**config.mk**
```make
export PLATFORM = sky130hd
export DESIGN_NAME = pipelined_barrel_shift
export DESIGN_NICKNAME = d
export VERILOG_FILES = /design/src/rtl/barrel_shift_pkg.sv /design/src/rtl/shift_layer_group.sv /design/src/rtl/pipelined_barrel_shift.sv
export SDC_FILE = /design/constraint.sdc
export NUM_CORES = 1
export LEC_CHECK = 0
export CORE_MARGIN = 1.5
export CORE_UTILIZATION = 35
export DETAILED_ROUTE_END_ITERATION = 16
export PLACE_DENSITY = 0.66
export SETUP_SLACK_MARGIN = 0.2
export SLEW_MARGIN = 10
export SYNTH_ARGS = -nofsm -noshare
export SYNTH_HDL_FRONTEND = slang
export SYNTH_HIERARCHICAL = 1
export SYNTH_SLANG_ARGS = --single-unit
export TNS_END_PERCENT = 1
```
**constraint.sdc**
```tcl
create_clock -name clk -period 4.4 [get_ports clk]
set_clock_uncertainty 0.15 [all_clocks]
set_input_delay 0.88 -clock clk [delete_from_list [all_inputs] [get_ports clk]]
set_output_delay 0.88 -clock clk [all_outputs]
set_load 0.05 [all_outputs]
```
**src/rtl/barrel_shift_pkg.sv**
```systemverilog
// Shared op encodings and layer-grouping helpers for the pipelined barrel shifter.
package barrel_shift_pkg;

    // op = {rotate, right, arithmetic}
    localparam logic [2:0] OP_SLL = 3'b000;
    localparam logic [2:0] OP_SRL = 3'b010;
    localparam logic [2:0] OP_SRA = 3'b011;
    localparam logic [2:0] OP_ROL = 3'b100;
    localparam logic [2:0] OP_ROR = 3'b110;

    function automatic int layers_per_stage(input int w, input int stages);
        int n;
        n = $clog2(w);
        return (n + stages - 1) / stages;
    endfunction

    // Number of log-shifter layers in group grp; trailing groups may hold none.
    function automatic int group_layers(input int w, input int stages, input int grp);
        int lps;
        int rem;
        lps = layers_per_stage(w, stages);
        rem = $clog2(w) - grp * lps;
        if (rem < 0) begin
            return 0;
        end
        if (rem > lps) begin
            return lps;
        end
        return rem;
    endfunction

endpackage

```
**src/rtl/shift_layer_group.sv**
```systemverilog
// A run of left-shift/rotate mux layers followed by one enable-gated pipeline register bank.
module shift_layer_group #(
    parameter int W           = 32,
    parameter int FIRST_LAYER = 0,
    parameter int N_LAYERS    = 1,
    localparam int SHAMT_W    = $clog2(W)
) (
    input  logic               clk,
    input  logic               rst_n,
    input  logic               en,
    input  logic               d_valid,
    input  logic [W-1:0]       d_data,
    input  logic [SHAMT_W-1:0] d_shamt,
    input  logic [2:0]         d_op,
    input  logic               d_fill,
    input  logic               d_carry,
    output logic               q_valid,
    output logic [W-1:0]       q_data,
    output logic [SHAMT_W-1:0] q_shamt,
    output logic [2:0]         q_op,
    output logic               q_fill,
    output logic               q_carry
);

    logic [W-1:0] chain [0:N_LAYERS];
    logic         unused_shamt;

    assign chain[0]     = d_data;
    // Every group sees the full shift amount but consumes only its own bits.
    assign unused_shamt = ^d_shamt;

    genvar gi;
    generate
        for (gi = 0; gi < N_LAYERS; gi++) begin : g_layer
            localparam int AMT = 1 << (FIRST_LAYER + gi);
            logic [W-1:0] shifted;
            assign shifted = d_op[2] ? {chain[gi][W-1-AMT:0], chain[gi][W-1 -: AMT]}
                                     : {chain[gi][W-1-AMT:0], {AMT{d_fill}}};
            assign chain[gi+1] = d_shamt[FIRST_LAYER + gi] ? shifted : chain[gi];
        end
    endgenerate

    always_ff @(posedge clk or negedge rst_n) begin
        if (!rst_n) begin
            q_valid <= 1'b0;
            q_data  <= '0;
            q_shamt <= '0;
            q_op    <= '0;
            q_fill  <= 1'b0;
            q_carry <= 1'b0;
        end else if (en) begin
            q_valid <= d_valid;
            q_data  <= chain[N_LAYERS];
            q_shamt <= d_shamt;
            q_op    <= d_op;
            q_fill  <= d_fill;
            q_carry <= d_carry;
        end
    end

endmodule

```
**src/rtl/pipelined_barrel_shift.sv**
```systemverilog
// Pipelined shift/rotate unit: right ops are bit-reversed around a left log-shifter split into STAGES groups.
module pipelined_barrel_shift
    import barrel_shift_pkg::*;
#(
    parameter int W        = 32,
    parameter int STAGES   = 2,
    localparam int SHAMT_W = $clog2(W)
) (
    input  logic               clk,
    input  logic               rst_n,
    input  logic               in_valid,
    output logic               in_ready,
    input  logic [W-1:0]       data_in,
    input  logic [SHAMT_W-1:0] shamt,
    input  logic [2:0]         op,
    output logic               out_valid,
    input  logic               out_ready,
    output logic [W-1:0]       data_out,
    output logic               carry_out
);

    localparam int LPS = layers_per_stage(W, STAGES);

    // Index 0 is the combinational stage-0 front end; index s is the register after group s-1.
    logic               st_valid [0:STAGES];
    logic [W-1:0]       st_data  [0:STAGES];
    logic [SHAMT_W-1:0] st_shamt [0:STAGES];
    logic [2:0]         st_op    [0:STAGES];
    logic               st_fill  [0:STAGES];
    logic               st_carry [0:STAGES];

    logic [W-1:0]       in_rev;
    logic [W-1:0]       out_rev;
    logic [SHAMT_W-1:0] idx_left;
    logic [SHAMT_W-1:0] idx_right;
    logic               carry_first;
    logic               advance;
    logic               unused_tail;

    genvar gi;
    generate
        for (gi = 0; gi < W; gi++) begin : g_rev
            assign in_rev[gi]  = data_in[W-1-gi];
            assign out_rev[gi] = st_data[STAGES][W-1-gi];
        end
    endgenerate

    // Bit shifted out last: left ops lose data_in[W-shamt], right ops lose data_in[shamt-1].
    always_comb begin
        idx_left    = -shamt;
        idx_right   = shamt - SHAMT_W'(1);
        carry_first = 1'b0;
        if (shamt != '0) begin
            carry_first = op[1] ? data_in[idx_right] : data_in[idx_left];
        end
    end

    assign st_valid[0] = in_valid;
    assign st_data[0]  = op[1] ? in_rev : data_in;
    assign st_shamt[0] = shamt;
    assign st_op[0]    = op;
    assign st_fill[0]  = (op == OP_SRA) & data_in[W-1];
    assign st_carry[0] = carry_first;

    assign out_valid = st_valid[STAGES];
    assign advance   = !out_valid | out_ready;
    assign in_ready  = advance;

    generate
        for (gi = 0; gi < STAGES; gi++) begin : g_stage
            shift_layer_group #(
                .W           (W),
                .FIRST_LAYER (gi * LPS),
                .N_LAYERS    (group_layers(W, STAGES, gi))
            ) u_group (
                .clk     (clk),
                .rst_n   (rst_n),
                .en      (advance),
                .d_valid (st_valid[gi]),
                .d_data  (st_data[gi]),
                .d_shamt (st_shamt[gi]),
                .d_op    (st_op[gi]),
                .d_fill  (st_fill[gi]),
                .d_carry (st_carry[gi]),
                .q_valid (st_valid[gi+1]),
                .q_data  (st_data[gi+1]),
                .q_shamt (st_shamt[gi+1]),
                .q_op    (st_op[gi+1]),
                .q_fill  (st_fill[gi+1]),
                .q_carry (st_carry[gi+1])
            );
        end
    endgenerate

    assign data_out  = st_op[STAGES][1] ? out_rev : st_data[STAGES];
    assign carry_out = st_carry[STAGES];

    assign unused_tail = ^{st_shamt[STAGES], st_fill[STAGES], st_op[STAGES][2], st_op[STAGES][0]};

endmodule

```
======== Word-level counts from Yosys, hierarchy flattened ========
Index checks and enable logic that the tools add are counted.
operators by class
  eq/ne operators ......................... 1
  $lt $le $gt $ge ......................... 2
  shift operators ......................... 0
  bitwise gates (word level) .............. 2
  muxes and demuxes ....................... 18
  reduce and logical (&&, ||, !) cells .... 2
  $add $sub $neg .......................... 2
  div/mod/pow operators ................... 0
  $mul .................................... 0
operator list
  cell                 count
  $mux 32              7
  $mux 16              1
  $lt 5x6->1 const B   2
  $bmux 1 s5           2
  $mux 8               1
  $mux 1               5
  $neg 5->5            1
  $reduce_bool 5->1    1
  $sub 5x1->5 const B  1
  $mux 4               1
  $eq 3x2->1 const B   1
  $mux 2               1
  $and 1x1->1          1
  $logic_not 1->1      1
  $or 1x1->1           1
word-level totals
  memory bits (writable) .................. 0
  register bits ........................... 79
  memories kept ........................... 0
  ROM bits ................................ 0
  output and inout port bits .............. 35
  bits in latches ......................... 0
  input port bits ......................... 44
  logic and storage cells ................. 37

======== Logic depth before layout (Yosys ltp) ========
  depth after elaboration ................. 8
  gate-level depth with buffers ........... 11
  depth with buffers taken out ............ 9

======== Hierarchy ========
Netlist, hierarchy kept.
by module, submodules not included
  module                                  sequential area each (sq um)  area each (sq um)  cells an instance  times used
  shift_layer_group (g_stage[0].u_group)  1076.0                        2760.1             218                1
  shift_layer_group (g_stage[1].u_group)  1076.0                        2353.5             218                1
  pipelined_barrel_shift                  0.0                           1453.9             162                1

======== Worst setup path after synthesis ========
No wires, ideal clock.
  path type ............................... input to register
  start point ............................. in shamt[0]
  end point ............................... reg g_stage[0].u_group.q_carry
  data arrival time ....................... 3152 ps
  setup slack ............................. 974 ps
  data required time ...................... 4125 ps
  stages on the path ...................... 10
  library setup time ...................... 125 ps
  buffers on the path ..................... 3
  cells stage by stage .................... buf_2 -> inv_1 -> ha_1 -> buf_2 -> clkbuf_1 -> mux4_2 -> mux4_2 -> nor2_1 -> o32ai_2 -> mux2_2
between the ends
  cells in the longest elaborated chain, start to end .. 5
  elaborated cells between the ends (all ways) .. 9
  those cells by class .................... 2 x add/sub; 6 x mux; 1 x reduce/logical
RTL lines
  element                                          line                                                        text
  from (decl)                                      pipelined_barrel_shift.sv:14                                input logic [SHAMT_W-1:0] shamt,
  $neg 5->5 / $sub 5x1->5 (equally long branches)  pipelined_barrel_shift.sv:50, pipelined_barrel_shift.sv:51
  $bmux 1 s5                                       pipelined_barrel_shift.sv:54                                carry_first = op[1] ? data_in[idx_right] : data_in[idx_left];
  $mux 1 (implied by the code)                     pipelined_barrel_shift.sv:54
  $mux 1                                           pipelined_barrel_shift.sv:54
  $mux 1 *                                         pipelined_barrel_shift.sv:53                                if (shamt != '0) begin
  via carry_first                                  pipelined_barrel_shift.sv:36                                logic carry_first;
  to (signal assigned)                             shift_layer_group.sv:57                                     q_carry <= d_carry;
  to (decl)                                        shift_layer_group.sv:22                                     output logic q_carry
The timed path passes the listed nets; every way through them passes the cells marked *. The select of a mux whose other input is x is not followed.
A chain may end at the register's enable or synchronous reset.

======== Final worst setup path ========
  start point ............................. in out_ready
  end point ............................... out in_ready
between the ends
  cells in the longest elaborated chain, start to end .. 1
RTL lines
  element      line                          text
  from (decl)  pipelined_barrel_shift.sv:17  input logic out_ready,
  $or 1x1->1   pipelined_barrel_shift.sv:66  assign advance = !out_valid | out_ready;
  to (decl)    pipelined_barrel_shift.sv:12  output logic in_ready,
No other way between the ends.

==> results.py <==
metrics = {
    "run_status": {
        "status": "complete, no violations",
    },
    "min_path": {
        "min_path_type": "flip-flop to flip-flop",
    },
    "clock_tree": {
        "hold_buffers": 0,
        "postCtsSetupBuffers": 0,
        "cts_tree": "yes",
        "path_clk_slew_ns": 0.06,
        "clockRootBuffer": "clkbuf_16",
        "cts_made_buffers": 9,
        "cts_sinks": 74,
        "clk_latency_ns": 0.33,
        "post_cts_resized": 0,
        "clockBufferDepth": 2,
        "htreeDepth": 3,
    },
    "placed_design": {
        "dp.cells": 829,
        "dpl.hpwl_um": 12200,
        "port_buffers": 78,
        "finalWeightedCongestion": 0.912,
        "dp_slack_ns": 0.763,
        "place_area_um2": 6880,
    },
    "critical_path": {
        "crit_type": "primary input to primary output",
        "reg2regPathDepth": 5,
        "crit_path_cell_trace": "clkdlybuf4s50_1 > nand2b_4 > clkdlybuf4s50_1",
        "worst_path_max_delay_cell": "clkdlybuf4s50_1",
        "crit_fanout": 14,
        "path_buf_inv": 2,
        "regToRegEndpoint": "g_stage[1].u_group/q_data[11]",
        "startpoint": "out_ready",
        "crit_arrival_ns": 2.43,
        "r2r_slack_ns": 1.91,
        "crit_path_end_kind": "primary output",
        "r2r_start": "g_stage[1].u_group/q_valid",
        "path_common_cell": "clkdlybuf4s50_1",
        "cp.required_ns": 3.37,
        "crit_end": "in_ready",
        "crit_cells": 3,
        "start_kind": "primary input",
        "crit_family": "buffers and inverters",
        "max_stage_delay_ns": 0.84,
    },
    "global_routing": {
        "grt_util_met2": 0.280,
        "grt_pass1_vias": 4722,
        "grtUsageMet3": 0.0311,
        "grt_overflow": 0,
        "grt_max_degree": 89,
        "met1_usage": 0.274,
        "grt_util_all_layers": 0.185,
        "grt_pass1_wl_um": 26400,
        "grt_antenna_before_repair": 0,
        "busiest_layer": "met2",
    },
    "sta": {
        "tightestPinTransition_ns": 1.05,
        "grt_setup_unrepaired": "false",
        "drv_slew": 0,
        "slew_headroom": 0.301,
        "finalSetupViolCount": 0,
        "fin_setup_tns_ns": 0,
        "fin_crit_sh": 0.787,
        "fmax_ghz": 0.289,
        "fin_crit_ns": 3.46,
        "finalHoldViolCount": 0,
        "fin_ws_ns": 0.938,
    },
    "drt": {
        "vias": 4944,
        "ant_nets": 0,
        "drc": 0,
        "routed_wl_um": 16200,
        "viasPerCell": 5.85,
        "drtIter0Drc": 492,
        "wire_per_inst_um": 19.2,
        "first_pass_iters": 6,
    },
    "finish": {
        "final_layout_size_suffix_gt1_frac": 0.258,
        "syn_to_final_growth_pct": 16.9,
        "antenna_cells": 0,
        "fillers": 1635,
        "nets": 661,
        "stdcell_area_um2": 7170,
        "stdcell_count": 845,
    },
    "die": {
        "io_pins": 79,
        "start_util": 0.356,
        "row_count": 48,
        "dieArea_um2": 18300,
        "die_height_um": 135,
        "core-area_um2": 17200,
        "die_w_um": 135,
    },
    "yosys": {
        "syn_inst": 573,
        "yosys_warnings": 6,
        "synth_nets": 619,
        "avgSynthCellArea_um2": 10.7,
        "syn-cell-area_um2": 6140,
    },
    "pwr": {
        "power_density_nw_per_um2": 520,
        "leakage_nw": 2.82,
        "ir_drop_mv": 0.450,
        "p_total_w": 0.00373,
    },
    "flow_run": {
        "cap_violations": 0,
    },
}
==> per-stage QoR <==
step                      utilization  hold WS, ns
final                           0.416        0.354
after global routing            0.416        0.363
after CTS                       0.416        0.358
after detailed placement        0.399        0.344
after global placement          0.399        0.336
after floorplan                     -        0.325
==> layout by cell type, fill, tap and decap left out, drive strengths merged, types with 10 or more instances in the layout <==
master	instances
dfrtp	74
buf	13
mux2	88
mux2i	40
a221o	18
a21oi	48
clkbuf	10
nand2	43
clkdlybuf4s50	75
a31oi	16
mux4	42
o21ai	23
nand3	11
nor2	46
==> flip-flops by register name, indices dropped and copies added, names as in the netlist <==
register	flops
g_stage.u_group/q_carry	2
g_stage.u_group/q_data	64
g_stage.u_group/q_fill	1
g_stage.u_group/q_op	3
g_stage.u_group/q_shamt	2
g_stage.u_group/q_valid	2
==> area by class of cell <==
class | count | area [um^2] | area share
clock buffer | 10 | 229 | 0.0319
multi-input combinational | 436 | 3880 | 0.541
tap | 225 | 282 | 0.0392
timing repair buffer | 88 | 841 | 0.117
sequential | 74 | 1850 | 0.258
clock inverter | 6 | 66.3 | 0.00924
inverter | 6 | 22.5 | 0.00314
==> layer usage <==
metal / routed length (um) / vias to the layer above
met2: 7420 / 238
met4: 190 / 0
met5: 0 / -
met1: 7680 / 2405
met3: 934 / 16
li1: - / 2285
==> power by group <==
| part | internal, W | leakage, nW | total, W | switching, W |
|---|---|---|---|---|
| clock | 0.000440 | 0.135 | 0.000726 | 0.000286 |
| combinational | 0.000799 | 1.82 | 0.00190 | 0.00110 |
| sequential | 0.000882 | 0.866 | 0.00110 | 0.000223 |
| total | 0.00212 | 2.82 | 0.00373 | 0.00161 |
==> worst min path at each step <==
stage / cells past startpoint / to / slack, ns / start
2_1_floorplan: 1 / g_stage[0].u_group/q_op[1] / 0.32 / g_stage[0].u_group/q_op[1]
3_3_place_gp: 1 / g_stage[1].u_group/q_valid / 0.34 / g_stage[0].u_group/q_valid
3_5_place_dp: 1 / g_stage[1].u_group/q_valid / 0.34 / g_stage[0].u_group/q_valid
4_1_cts: 1 / g_stage[1].u_group/q_valid / 0.36 / g_stage[0].u_group/q_valid
5_1_grt: 1 / g_stage[1].u_group/q_valid / 0.36 / g_stage[0].u_group/q_valid
6_report: 1 / g_stage[1].u_group/q_valid / 0.35 / g_stage[0].u_group/q_valid
Power figures use the tool's default switching activity.
